**config.mk**
```make
export PLATFORM = sky130hd
export DESIGN_NAME = stream_mux_rr_flat
export DESIGN_NICKNAME = d
export VERILOG_FILES = /design/src/rtl/stream_mux_rr_pkg.sv /design/src/rtl/stream_mux_rr_if.sv /design/src/rtl/stream_mux_rr_arbiter.sv /design/src/rtl/stream_mux_rr.sv /design/src/flat_wrapper.sv
export SDC_FILE = /design/constraint.sdc
export NUM_CORES = 1
export LEC_CHECK = 0
export BUFFER_PORTS_ARGS = -buffer_cell sky130_fd_sc_hd__clkbuf_2
export CAP_MARGIN = 15
export CORE_MARGIN = 5
export CORE_UTILIZATION = 40
export DETAILED_ROUTE_END_ITERATION = 6
export PLACE_DENSITY = 0.65
export SKIP_CTS_REPAIR_TIMING = 1
export SYNTH_ARGS = -nofsm -noshare
export SYNTH_HDL_FRONTEND = slang
export SYNTH_SLANG_ARGS = --single-unit
```
**constraint.sdc**
```tcl
create_clock -name clk -period 7.9 [get_ports clk]
set_input_delay 0.395 -clock clk [delete_from_list [all_inputs] [get_ports clk]]
set_output_delay 0.395 -clock clk [all_outputs]
set_load 0.1 [all_outputs]
```
**src/rtl/stream_mux_rr_pkg.sv**
```systemverilog
// Shared constants and helpers for the N:1 registered stream multiplexer.
package stream_mux_pkg;

    localparam logic MODE_FIXED = 1'b0;
    localparam logic MODE_RR    = 1'b1;

    // Ceiling log2, usable in constant expressions; callers guarantee v >= 2.
    function automatic int unsigned clog2(input int unsigned v);
        int unsigned r;
        r = 0;
        while ((64'd1 << r) < 64'(v)) begin
            r = r + 1;
        end
        return r;
    endfunction

endpackage

```
**src/rtl/stream_mux_rr_if.sv**
```systemverilog
// Producer/consumer stream bundle around stream_mux_rr; slave is the mux side.
interface stream_mux_rr_if #(
    parameter int unsigned N_CH  = 4,
    parameter int unsigned WIDTH = 8
) ();
    localparam int unsigned CH_W = stream_mux_pkg::clog2(N_CH);

    logic [N_CH*WIDTH-1:0] in_data;
    logic [N_CH-1:0]       in_valid;
    logic [N_CH-1:0]       in_ready;
    logic [WIDTH-1:0]      out_data;
    logic [CH_W-1:0]       out_ch;
    logic                  out_valid;
    logic                  out_ready;

    modport slave (
        input  in_data, in_valid, out_ready,
        output in_ready, out_data, out_ch, out_valid
    );

    modport master (
        output in_data, in_valid, out_ready,
        input  in_ready, out_data, out_ch, out_valid
    );

endinterface

```
**src/rtl/stream_mux_rr_arbiter.sv**
```systemverilog
// Combinational round-robin arbiter: first requester after last_grant, wrapping at N_CH.
module rr_arbiter
    import stream_mux_pkg::*;
#(
    parameter  int unsigned N_CH = 4,
    localparam int unsigned CH_W = clog2(N_CH)
) (
    input  logic [N_CH-1:0] req_i,
    input  logic [CH_W-1:0] last_grant_i,
    output logic [N_CH-1:0] grant_o,
    output logic [CH_W-1:0] idx_o
);

    logic        found;
    int unsigned c;

    // Modulo N_CH rather than 2^CH_W so non-power-of-2 channel counts wrap correctly.
    always_comb begin
        grant_o = '0;
        idx_o   = '0;
        found   = 1'b0;
        c       = 0;
        for (int unsigned k = 1; k <= N_CH; k++) begin
            c = (32'(last_grant_i) + k) % N_CH;
            if (!found && req_i[CH_W'(c)]) begin
                found               = 1'b1;
                grant_o[CH_W'(c)]   = 1'b1;
                idx_o               = CH_W'(c);
            end
        end
    end

endmodule

```
**src/rtl/stream_mux_rr.sv**
```systemverilog
// N:1 valid/ready multiplexer, fixed or round-robin select, one-entry registered output.
module stream_mux_rr
    import stream_mux_pkg::*;
#(
    parameter  int unsigned N_CH  = 4,
    parameter  int unsigned WIDTH = 8,
    localparam int unsigned CH_W  = clog2(N_CH)
) (
    input  logic            clk,
    input  logic            rst,
    input  logic            rr_en,
    input  logic [CH_W-1:0] sel,
    stream_mux_rr_if.slave  bus
);

    logic                  load;
    logic [N_CH-1:0]       fix_grant;
    logic [N_CH-1:0]       arb_grant;
    logic [N_CH-1:0]       grant;
    logic [CH_W-1:0]       arb_idx;
    logic [CH_W-1:0]       grant_idx;
    logic [WIDTH-1:0]      sel_data;

    logic [WIDTH-1:0]      out_data_q, out_data_d;
    logic [CH_W-1:0]       out_ch_q, out_ch_d;
    logic                  out_valid_q, out_valid_d;
    logic [CH_W-1:0]       last_grant_q, last_grant_d;

    always_comb begin
        fix_grant = '0;
        if (32'(sel) < N_CH) begin
            fix_grant[sel] = bus.in_valid[sel];
        end
    end

    rr_arbiter #(
        .N_CH (N_CH)
    ) u_arb (
        .req_i        (bus.in_valid),
        .last_grant_i (last_grant_q),
        .grant_o      (arb_grant),
        .idx_o        (arb_idx)
    );

    always_comb begin
        if (rr_en == MODE_RR) begin
            grant     = arb_grant;
            grant_idx = arb_idx;
        end else begin
            grant     = fix_grant;
            grant_idx = sel;
        end
    end

    // Grant is one-hot or zero, so an OR-reduction mux is sufficient.
    always_comb begin
        sel_data = '0;
        for (int unsigned i = 0; i < N_CH; i++) begin
            if (grant[i]) begin
                sel_data = sel_data | bus.in_data[i*WIDTH +: WIDTH];
            end
        end
    end

    assign load = ~out_valid_q | bus.out_ready;

    always_comb begin
        if (rst) begin
            bus.in_ready = '0;
        end else begin
            bus.in_ready = grant & {N_CH{load}};
        end
    end

    always_comb begin
        out_data_d   = out_data_q;
        out_ch_d     = out_ch_q;
        out_valid_d  = out_valid_q;
        last_grant_d = last_grant_q;
        if (load) begin
            if (|grant) begin
                out_data_d   = sel_data;
                out_ch_d     = grant_idx;
                out_valid_d  = 1'b1;
                last_grant_d = grant_idx;
            end else begin
                out_valid_d  = 1'b0;
            end
        end
    end

    always_ff @(posedge clk) begin
        if (rst) begin
            out_data_q   <= '0;
            out_ch_q     <= '0;
            out_valid_q  <= 1'b0;
            last_grant_q <= CH_W'(N_CH - 1);
        end else begin
            out_data_q   <= out_data_d;
            out_ch_q     <= out_ch_d;
            out_valid_q  <= out_valid_d;
            last_grant_q <= last_grant_d;
        end
    end

    assign bus.out_data  = out_data_q;
    assign bus.out_ch    = out_ch_q;
    assign bus.out_valid = out_valid_q;

endmodule
```
**src/flat_wrapper.sv**
```systemverilog
// flat-port wrapper written by rule: the top's interface ports become plain ports
module stream_mux_rr_flat import stream_mux_pkg::*;
#(
    parameter  int unsigned N_CH  = 4,
    parameter  int unsigned WIDTH = 8,
    localparam int unsigned CH_W  = clog2(N_CH)
)
  (clk, rst, rr_en, sel, bus_in_data, bus_in_valid, bus_out_ready, bus_in_ready, bus_out_data, bus_out_ch, bus_out_valid);
  stream_mux_rr_if #(.N_CH(N_CH), .WIDTH(WIDTH)) bus_i ();
  input  logic clk;
  input  logic rst;
  input  logic rr_en;
  input  logic [CH_W-1:0] sel;
  input wire logic [$bits(bus_i.in_data)-1:0] bus_in_data;
  input wire logic [$bits(bus_i.in_valid)-1:0] bus_in_valid;
  input wire logic [$bits(bus_i.out_ready)-1:0] bus_out_ready;
  output wire logic [$bits(bus_i.in_ready)-1:0] bus_in_ready;
  output wire logic [$bits(bus_i.out_data)-1:0] bus_out_data;
  output wire logic [$bits(bus_i.out_ch)-1:0] bus_out_ch;
  output wire logic [$bits(bus_i.out_valid)-1:0] bus_out_valid;
  assign bus_i.in_data = bus_in_data;
  assign bus_i.in_valid = bus_in_valid;
  assign bus_i.out_ready = bus_out_ready;
  assign bus_in_ready = bus_i.in_ready;
  assign bus_out_data = bus_i.out_data;
  assign bus_out_ch = bus_i.out_ch;
  assign bus_out_valid = bus_i.out_valid;
  stream_mux_rr #(.N_CH(N_CH), .WIDTH(WIDTH)) u_core (.clk(clk), .rst(rst), .rr_en(rr_en), .sel(sel), .bus(bus_i));
endmodule
```
=== Word level (Yosys, flattened, before mapping) ===
Cells that the tools add are included.

* Logic and storage cells: 80
* Register bits: 13
* Bits of input ports: 42
* Output and inout port bits: 15

* $add $sub $neg: 4
* Reductions and logical operators: 13
* $lt $le $gt $ge: 10
* Multiplexer cells: 39
* Bitwise operators: 10

{| class="wikitable"
|+ Operator list
! cell !! count
|-
| 8-bit two-way mux || 4
|-
| 4-bit two-way mux || 6
|-
| 8-bit OR || 3
|-
| 2-bit by 3-bit < comparator with 1-bit output, second input constant || 5
|-
| 1-bit two-way mux || 14
|-
| 4-bit OR || 3
|-
| 1-bit binary-select mux with 2-bit select || 5
|-
| 1-bit demux with 2-bit select || 5
|-
| 2-bit by 1-bit >= comparator with 1-bit output, second input constant || 5
|-
| 2-bit two-way mux || 5
|-
| 4-bit bitwise AND || 2
|-
| 1-bit logical AND || 8
|-
| 2-bit by 1-bit adder with 2-bit output, second input constant || 2
|-
| 2-bit adder, second input constant || 2
|-
| 4-bit OR reduction || 1
|-
| 1-bit zero test || 3
|-
| 2-bit AND reduction || 1
|-
| 1-bit inverter || 1
|-
| 1-bit OR || 1
|}

=== Depth between registers and ports, before layout ===
Gate-level depths: netlist of run 1.

* Depth in word-level cells: 21
* Depth in mapped cells: 12
* Depth with buffers taken out: 9

=== Cells and area by module ===
From an unflattened synthesis of run 1, not the netlist that was laid out.

* Cells, all modules: 201
* Area total of the unflattened synthesis: 1710.4 µm²

{| class="wikitable"
|+ Modules (own cells, without submodules)
! module !! times used !! area each (µm²) !! cells an instance !! sequential area each (µm²)
|-
| stream_mux_rr || 1 || 1164.9 || 133 || 260.2
|-
| rr_arbiter || 1 || 545.5 || 68 || 0.0
|}

=== Least setup slack after synthesis of run 1 ===
No wires, ideal clock.

* Path type: register -> output
* From: register u_core.last_grant_q[0]
* To: output port bus_in_ready[0]
* Data required time: 7.505 ns
* Path slack: 3.505 ns
* Cell stages (with the launch flop): 11
* Path buffers: 3
* Arrival time: 4.000 ns
* Cell sequence: dfxtp_1 buf_4 inv_1 ha_1 clkbuf_1 mux4_2 inv_1 o21ai_0 o221ai_1 clkbuf_1 nor2b_1

* Longest elaborated chain between the ends: 16
* Elaborated cells between the ends (all ways): 51
* Classes of those cells: 4 x add/sub; 8 x order compare; 25 x mux; 4 x bitwise; 10 x reduce/logical

{| class="wikitable"
|+ RTL lines
! what !! RTL line !! source
|-
| start: declaration || stream_mux_rr.sv:27 || <nowiki>logic [CH_W-1:0] last_grant_q, last_grant_d;</nowiki>
|-
| start signal: assignment || stream_mux_rr.sv:97 || <nowiki>last_grant_q <= CH_W'(N_CH - 1);</nowiki>
|-
| start signal: assignment || stream_mux_rr.sv:102 || <nowiki>last_grant_q <= last_grant_d;</nowiki>
|-
| branches (longest 12 deep; another with 2-bit by 3-bit < comparator with 1-bit output) || - ||
|-
| 4-bit two-way mux (*) || stream_mux_rr_arbiter.sv:25 || <nowiki>if (!found && req_i[CH_W'(c)]) begin</nowiki>
|-
| 4-bit two-way mux (*) || stream_mux_rr.sv:46 || <nowiki>if (rr_en == MODE_RR) begin</nowiki>
|-
| 4-bit bitwise AND (*) || stream_mux_rr.sv:71 || <nowiki>bus.in_ready = grant & {N_CH{load}};</nowiki>
|-
| 4-bit two-way mux (*) || stream_mux_rr.sv:68 || <nowiki>if (rst) begin</nowiki>
|-
| end: declaration || flat_wrapper.sv:17 || <nowiki>output wire logic [$bits(bus_i.in_ready)-1:0] bus_in_ready;</nowiki>
|}

Every way passes the cells marked *. The select of a mux whose other input is x is not followed.

=== Worst setup path after layout of run 1 ===
Ends and elaborated chain as after synthesis.

==> flow_summary.yaml, run 1 <==
run_status:
  outcome: "finished clean"
timing:
  finalHoldViolCount: 0
  max_freq_mhz: 220
  fin_crit_ps: 4550
  worst_pin_slew_ps: 1040
  setup_viol: 0
  hold_slack_ps: 468
  final_max_slew_viol_count: 0
  relSlewSlack: 0.310
  skew_ps: 0.674
  tns_ps: 0
  timing.final.crit_share: 0.577
  rsz0062_at_grt: "no"
synth:
  postSynth.topFlopCell: "dfxtp_1"
  netlist_top_cells_count: "nand2_1, nor2_1, dfxtp_1"
  ys_seq_elements: 13
  synth.most_common_cell: "nand2_1"
  syn_area_per_cell_um2: 8.13
  syn_inst: 159
  yosysSeqAreaShare: 0.201
  synth_top_area_cell: "dfxtp_1"
  synth_cell_type_count: 43
  syn_area_um2: 1290
  synthTopCellsByArea: "dfxtp_1, a222oi_1, nor3_2"
  synth_top_cell_area_share: 0.201
  async_flop_share: 0
  yosys_warnings: 0
  syn-num-nets: 207
  synth_edf_count: 0
cells_and_area:
  seqCellArea_um2: 260
  nets: 254
  fillerInstances: 306
  multi_input_area_um2: 946
  drive_above_1_share: 0.366
  antenna_cells: 0
  syn2layout_area_growth_pct: 23.1
setup_path:
  start_kind: "flop"
  cp_max_fo: 17
  crit_type: "flop to output pin"
  regToRegEndpoint: "u_core.bus.out_data[4]"
  rr_worst_depth: 9
  cp_data_arrival_time_ps: 4160
  rrSetupSlack_ps: 3580
  r2r_start: "u_core.last_grant_q[0]"
  critical_path_required_ps: 7510
  endpoint_kind: "output pin"
cts:
  cts_root_buf: "clkbuf_4"
  h-tree-depth: 1
  clk_path_buf_depth: 2
  cts_tree: "built"
  worstSkewPairLatency_ps: 270
  clock-sinks: 13
  cts.clk_slew.worst_paths_ps: 80
  cts-buffers-inserted: 3
worst_hold_path:
  hold_path_class: "flop to flop"
  hp-start: "u_core.bus.out_ch[1]"
  whs_path_depth: 2
  holdPathEnd: "u_core.bus.out_ch[1]"
power:
  powerDensity_nw_per_um2: 471
  total_power_uw: 750
  ir_drop_mv: 0.233
  power_leakage_uw: 0.000760
placed_design:
  place.gp.congestion: 0.975
  io_buffers: 56
  hpwl_mm: 3.02
route:
  wirelength_mm: 3.87
  vias_per_cell: 5.86
  drt_iter0_markers: 131
  first_pass_iters: 5
  wire_per_inst_um: 15.5
  drc: 0
  ant_nets: 0
  num_vias: 1460
floorplan:
  initial_core_util: 0.420
  dieArea_um2: 4470
  ios: 57
  core_area_um2: 3080
  rows: 20
  die_x_um: 66.8
  die_y_um: 66.8
job:
  timing.max_cap.violations: 0
grt:
  grt_pass1_wl_mm: 6.12
  grt_usage: 0.170
  grt_pass1_vias: 1333
  grt_overflow: 0
  grt_max_degree: 21
  antenna_found_initial: 0
how the worst max path moves through the flow:
| stage | start | endpoint | cells past startpoint |
|---|---|---|---|
| 2_1_floorplan | u_core.last_grant_q[0] | bus_in_ready[0] | 10 |
| 3_3_place_gp | u_core.last_grant_q[0] | bus_in_ready[0] | 8 |
| 3_5_place_dp | u_core.last_grant_q[0] | u_core.bus.out_data[7] | 9 |
| 4_1_cts | u_core.last_grant_q[0] | bus_in_ready[0] | 8 |
| 5_1_grt | u_core.last_grant_q[0] | bus_in_ready[0] | 8 |
| 6_report | u_core.last_grant_q[0] | bus_in_ready[0] | 8 |
stage by stage:
stage | worst slack [ps] | cells | area, um^2 | util
3_5_place_dp | 3650 | 245 | 1560 | 0.508
5_1_grt | 3090 | 249 | 1590 | 0.517
3_3_place_gp | 3820 | 245 | 1560 | 0.508
2_1_floorplan | 3500 | 159 | 1290 | -
4_1_cts | 3390 | 249 | 1590 | 0.517
6_report | 3350 | 249 | 1590 | 0.517
final cells by class:
class / count / area share
multi-input cells: 126 / 0.594
repair buffers: 56 / 0.176
flip-flops and latches: 13 / 0.164
well taps: 44 / 0.0346
clock buffers: 3 / 0.0142
inverters: 6 / 0.0142
clock inverters: 1 / 0.00314
cell usage in the layout, fill, tap and decap left out, types with 6 or more instances in the layout:
cell type,count
nand2_1,15
dfxtp_1,13
a222oi_1,8
o21ai_0,6
ha_1,6
inv_1,6
and3_1,10
a31oi_1,6
clkbuf_2,56
nor2_1,14
nor3_2,8
report_power, final:
| group | internal (uW) | total (uW) | switching (uW) | leakage (uW) |
|---|---|---|---|---|
| Clock | 18.8 | 41.6 | 22.8 | 0.0000177 |
| Sequential | 92.9 | 122 | 29.0 | 0.000108 |
| Combinational | 171 | 587 | 416 | 0.000635 |
worst max-delay path, stage by stage (launching register included):
cell and delay (ps):
dfxtp_1 710, inv_1 300, ha_1 510, mux4_2 440
inv_1 240, o21ai_0 170, o221ai_1 830, nor2b_1 210
clkbuf_2 460
registers in the layout, indices dropped and copies added (netlist names):
register              cells
u_core.bus.out_valid      1
u_core.bus.out_data       8
u_core.bus.out_ch         2
u_core.last_grant_q       2
cell families (layout without fill, tap and decap cells):
group / Yosys count / in the layout / share of synthesized area
buffers and inverters: 20 / 66 / 0.0668
adder cells (fa/ha/maj): 6 / 6 / 0.0581
multiplexers: 9 / 9 / 0.101
AO/OA/AOI/OAI: 44 / 44 / 0.271
flip-flops: 13 / 13 / 0.201
AND/OR/NAND/NOR: 67 / 67 / 0.302
per-layer routing:
layer / track usage / up-vias / part of all wire
met5: 0 / - / 0
met3: 0.0388 / 4 / 0.090
met1: 0.230 / 681 / 0.42
li1: - / 703 / -
met4: 0.0330 / 0 / 0.0088
met2: 0.275 / 72 / 0.48
Note: power is estimated with default switching activity, not from simulation.
==> run 2: changes to the inputs <==
- PLACE_DENSITY: 0.65 -> 0.68
- clock period: 7.9 -> 4.16 ns (I/O delays scaled with it)
==> flow_summary.yaml, run 2 (synthesized netlist as in run 1, its figures left out) <==
run_status:
  outcome: "finished clean"
timing:
  skew_ps: 7.44
  relSlewSlack: 0.515
  rsz0062_at_grt: "no"
  hold_slack_ps: 277
  timing.final.crit_share: 0.893
  fin_crit_ps: 3710
  final_max_slew_viol_count: 0
  max_freq_mhz: 269
  setup_viol: 0
  finalHoldViolCount: 0
  worst_pin_slew_ps: 718
  tns_ps: 0
floorplan:
  die_x_um: 66.8
  dieArea_um2: 4470
  core_area_um2: 3080
  die_y_um: 66.8
  ios: 57
  rows: 20
  initial_core_util: 0.420
worst_hold_path:
  hold_path_class: "primary input to flop"
  whs_path_depth: 3
  hp-start: "bus_out_ready"
  holdPathEnd: "u_core.bus.out_valid"
cts:
  clock-sinks: 13
  cts-buffers-inserted: 3
  h-tree-depth: 1
  cts_root_buf: "clkbuf_4"
  cts_tree: "built"
  cts.clk_slew.worst_paths_ps: 80
  worstSkewPairLatency_ps: 280
  clk_path_buf_depth: 2
placed_design:
  placed_cell_area_um2: 1600
  io_buffers: 56
  place.gp.congestion: 0.908
  hpwl_mm: 3.19
cells_and_area:
  fillerInstances: 307
  mostFrequentLayoutCells: "clkbuf_2, nand2_1, nor2_1"
  antenna_cells: 0
  multi_input_area_um2: 948
  nets: 259
  seqCellArea_um2: 260
  largest_register_ffs: 8
  drive_above_1_share: 0.386
  syn2layout_area_growth_pct: 26.2
  stdcell_area_um2: 1630
  final_common_cell: "clkbuf_2"
grt:
  grt_usage: 0.184
  grt_pass1_wl_mm: 6.40
  grt_pass1_vias: 1322
  grt_max_degree: 21
  grt_overflow: 0
  antenna_found_initial: 0
route:
  ant_nets: 0
  vias_per_cell: 5.87
  wirelength_mm: 4.03
  first_pass_iters: 5
  num_vias: 1490
  drt_iter0_markers: 159
  wire_per_inst_um: 15.9
  drc: 0
setup_path:
  regToRegEndpoint: "u_core.bus.out_data[1]"
  critical_path_required_ps: 3950
  start_kind: "flop"
  r2r_start: "u_core.last_grant_q[1]"
  cp_max_fo: 12
  rr_worst_depth: 9
  rrSetupSlack_ps: 530
  endpoint_kind: "output pin"
  cp_data_arrival_time_ps: 3510
  crit_type: "flop to output pin"
power:
  power_leakage_uw: 0.000786
  powerDensity_nw_per_um2: 894
  ir_drop_mv: 0.343
job:
  timing.max_cap.violations: 0
run 2: cell count changes in the layout (fill, tap and decap cells not counted), sizes merged:
| cell | delta |
|---|---|
| buf | +5 |
run 2: power by group:
group / switching, uW / internal, uW
sequential: 35.0 / 177
combinational: 814 / 355
clock: 42.1 / 35.6
run 2: routing by layer:
metal / vias to the layer above / share of wire / track usage
met3: 2 / 0.083 / 0.0455
li1: 713 / - / -
met2: 65 / 0.47 / 0.282
met1: 710 / 0.44 / 0.262
met4: 0 / 0.0047 / 0.0305
met5: - / 0 / 0
run 2: worst max-delay path by stage:
stage / start / to / slack [ps] / cells after the start
final: u_core.last_grant_q[1] / bus_in_ready[0] / 450 / 9
after global routing: u_core.last_grant_q[1] / bus_in_ready[0] / 110 / 9
after CTS: u_core.last_grant_q[1] / bus_in_ready[0] / 420 / 9
after detailed placement: u_core.last_grant_q[1] / u_core.bus.out_data[1] / 550 / 9
after global placement: u_core.last_grant_q[1] / u_core.bus.out_data[2] / 750 / 9
after floorplan: u_core.last_grant_q[0] / bus_in_ready[3] / 120 / 10
run 2: critical path, stage by stage (launching register included):
cell	delay, ps
dfxtp_1	560
inv_1	180
ha_1	460
mux2i_1	390
o22ai_1	110
a2111oi_0	570
o221ai_1	210
buf_4	220
nor2b_2	150
clkbuf_2	370
run 2: layout make-up:
| cell class | instances | share of cell area |
|---|---|---|
| multi-input combinational | 126 | 0.581 |
| timing repair buffer | 61 | 0.195 |
| sequential | 13 | 0.160 |
| tap | 44 | 0.0337 |
| clock buffer | 3 | 0.0138 |
| inverter | 6 | 0.0138 |
| clock inverter | 1 | 0.00307 |
run 2: stage by stage:
step | setup WS, ps | cells | total power (uW) | util
5_1_grt | 109 | 254 | 1570 | 0.530
6_report | 447 | 254 | 1460 | 0.530
2_1_floorplan | 117 | 159 | 1170 | -
3_5_place_dp | 552 | 250 | 1380 | 0.521
3_3_place_gp | 754 | 250 | 1370 | 0.521
4_1_cts | 419 | 254 | 1460 | 0.530
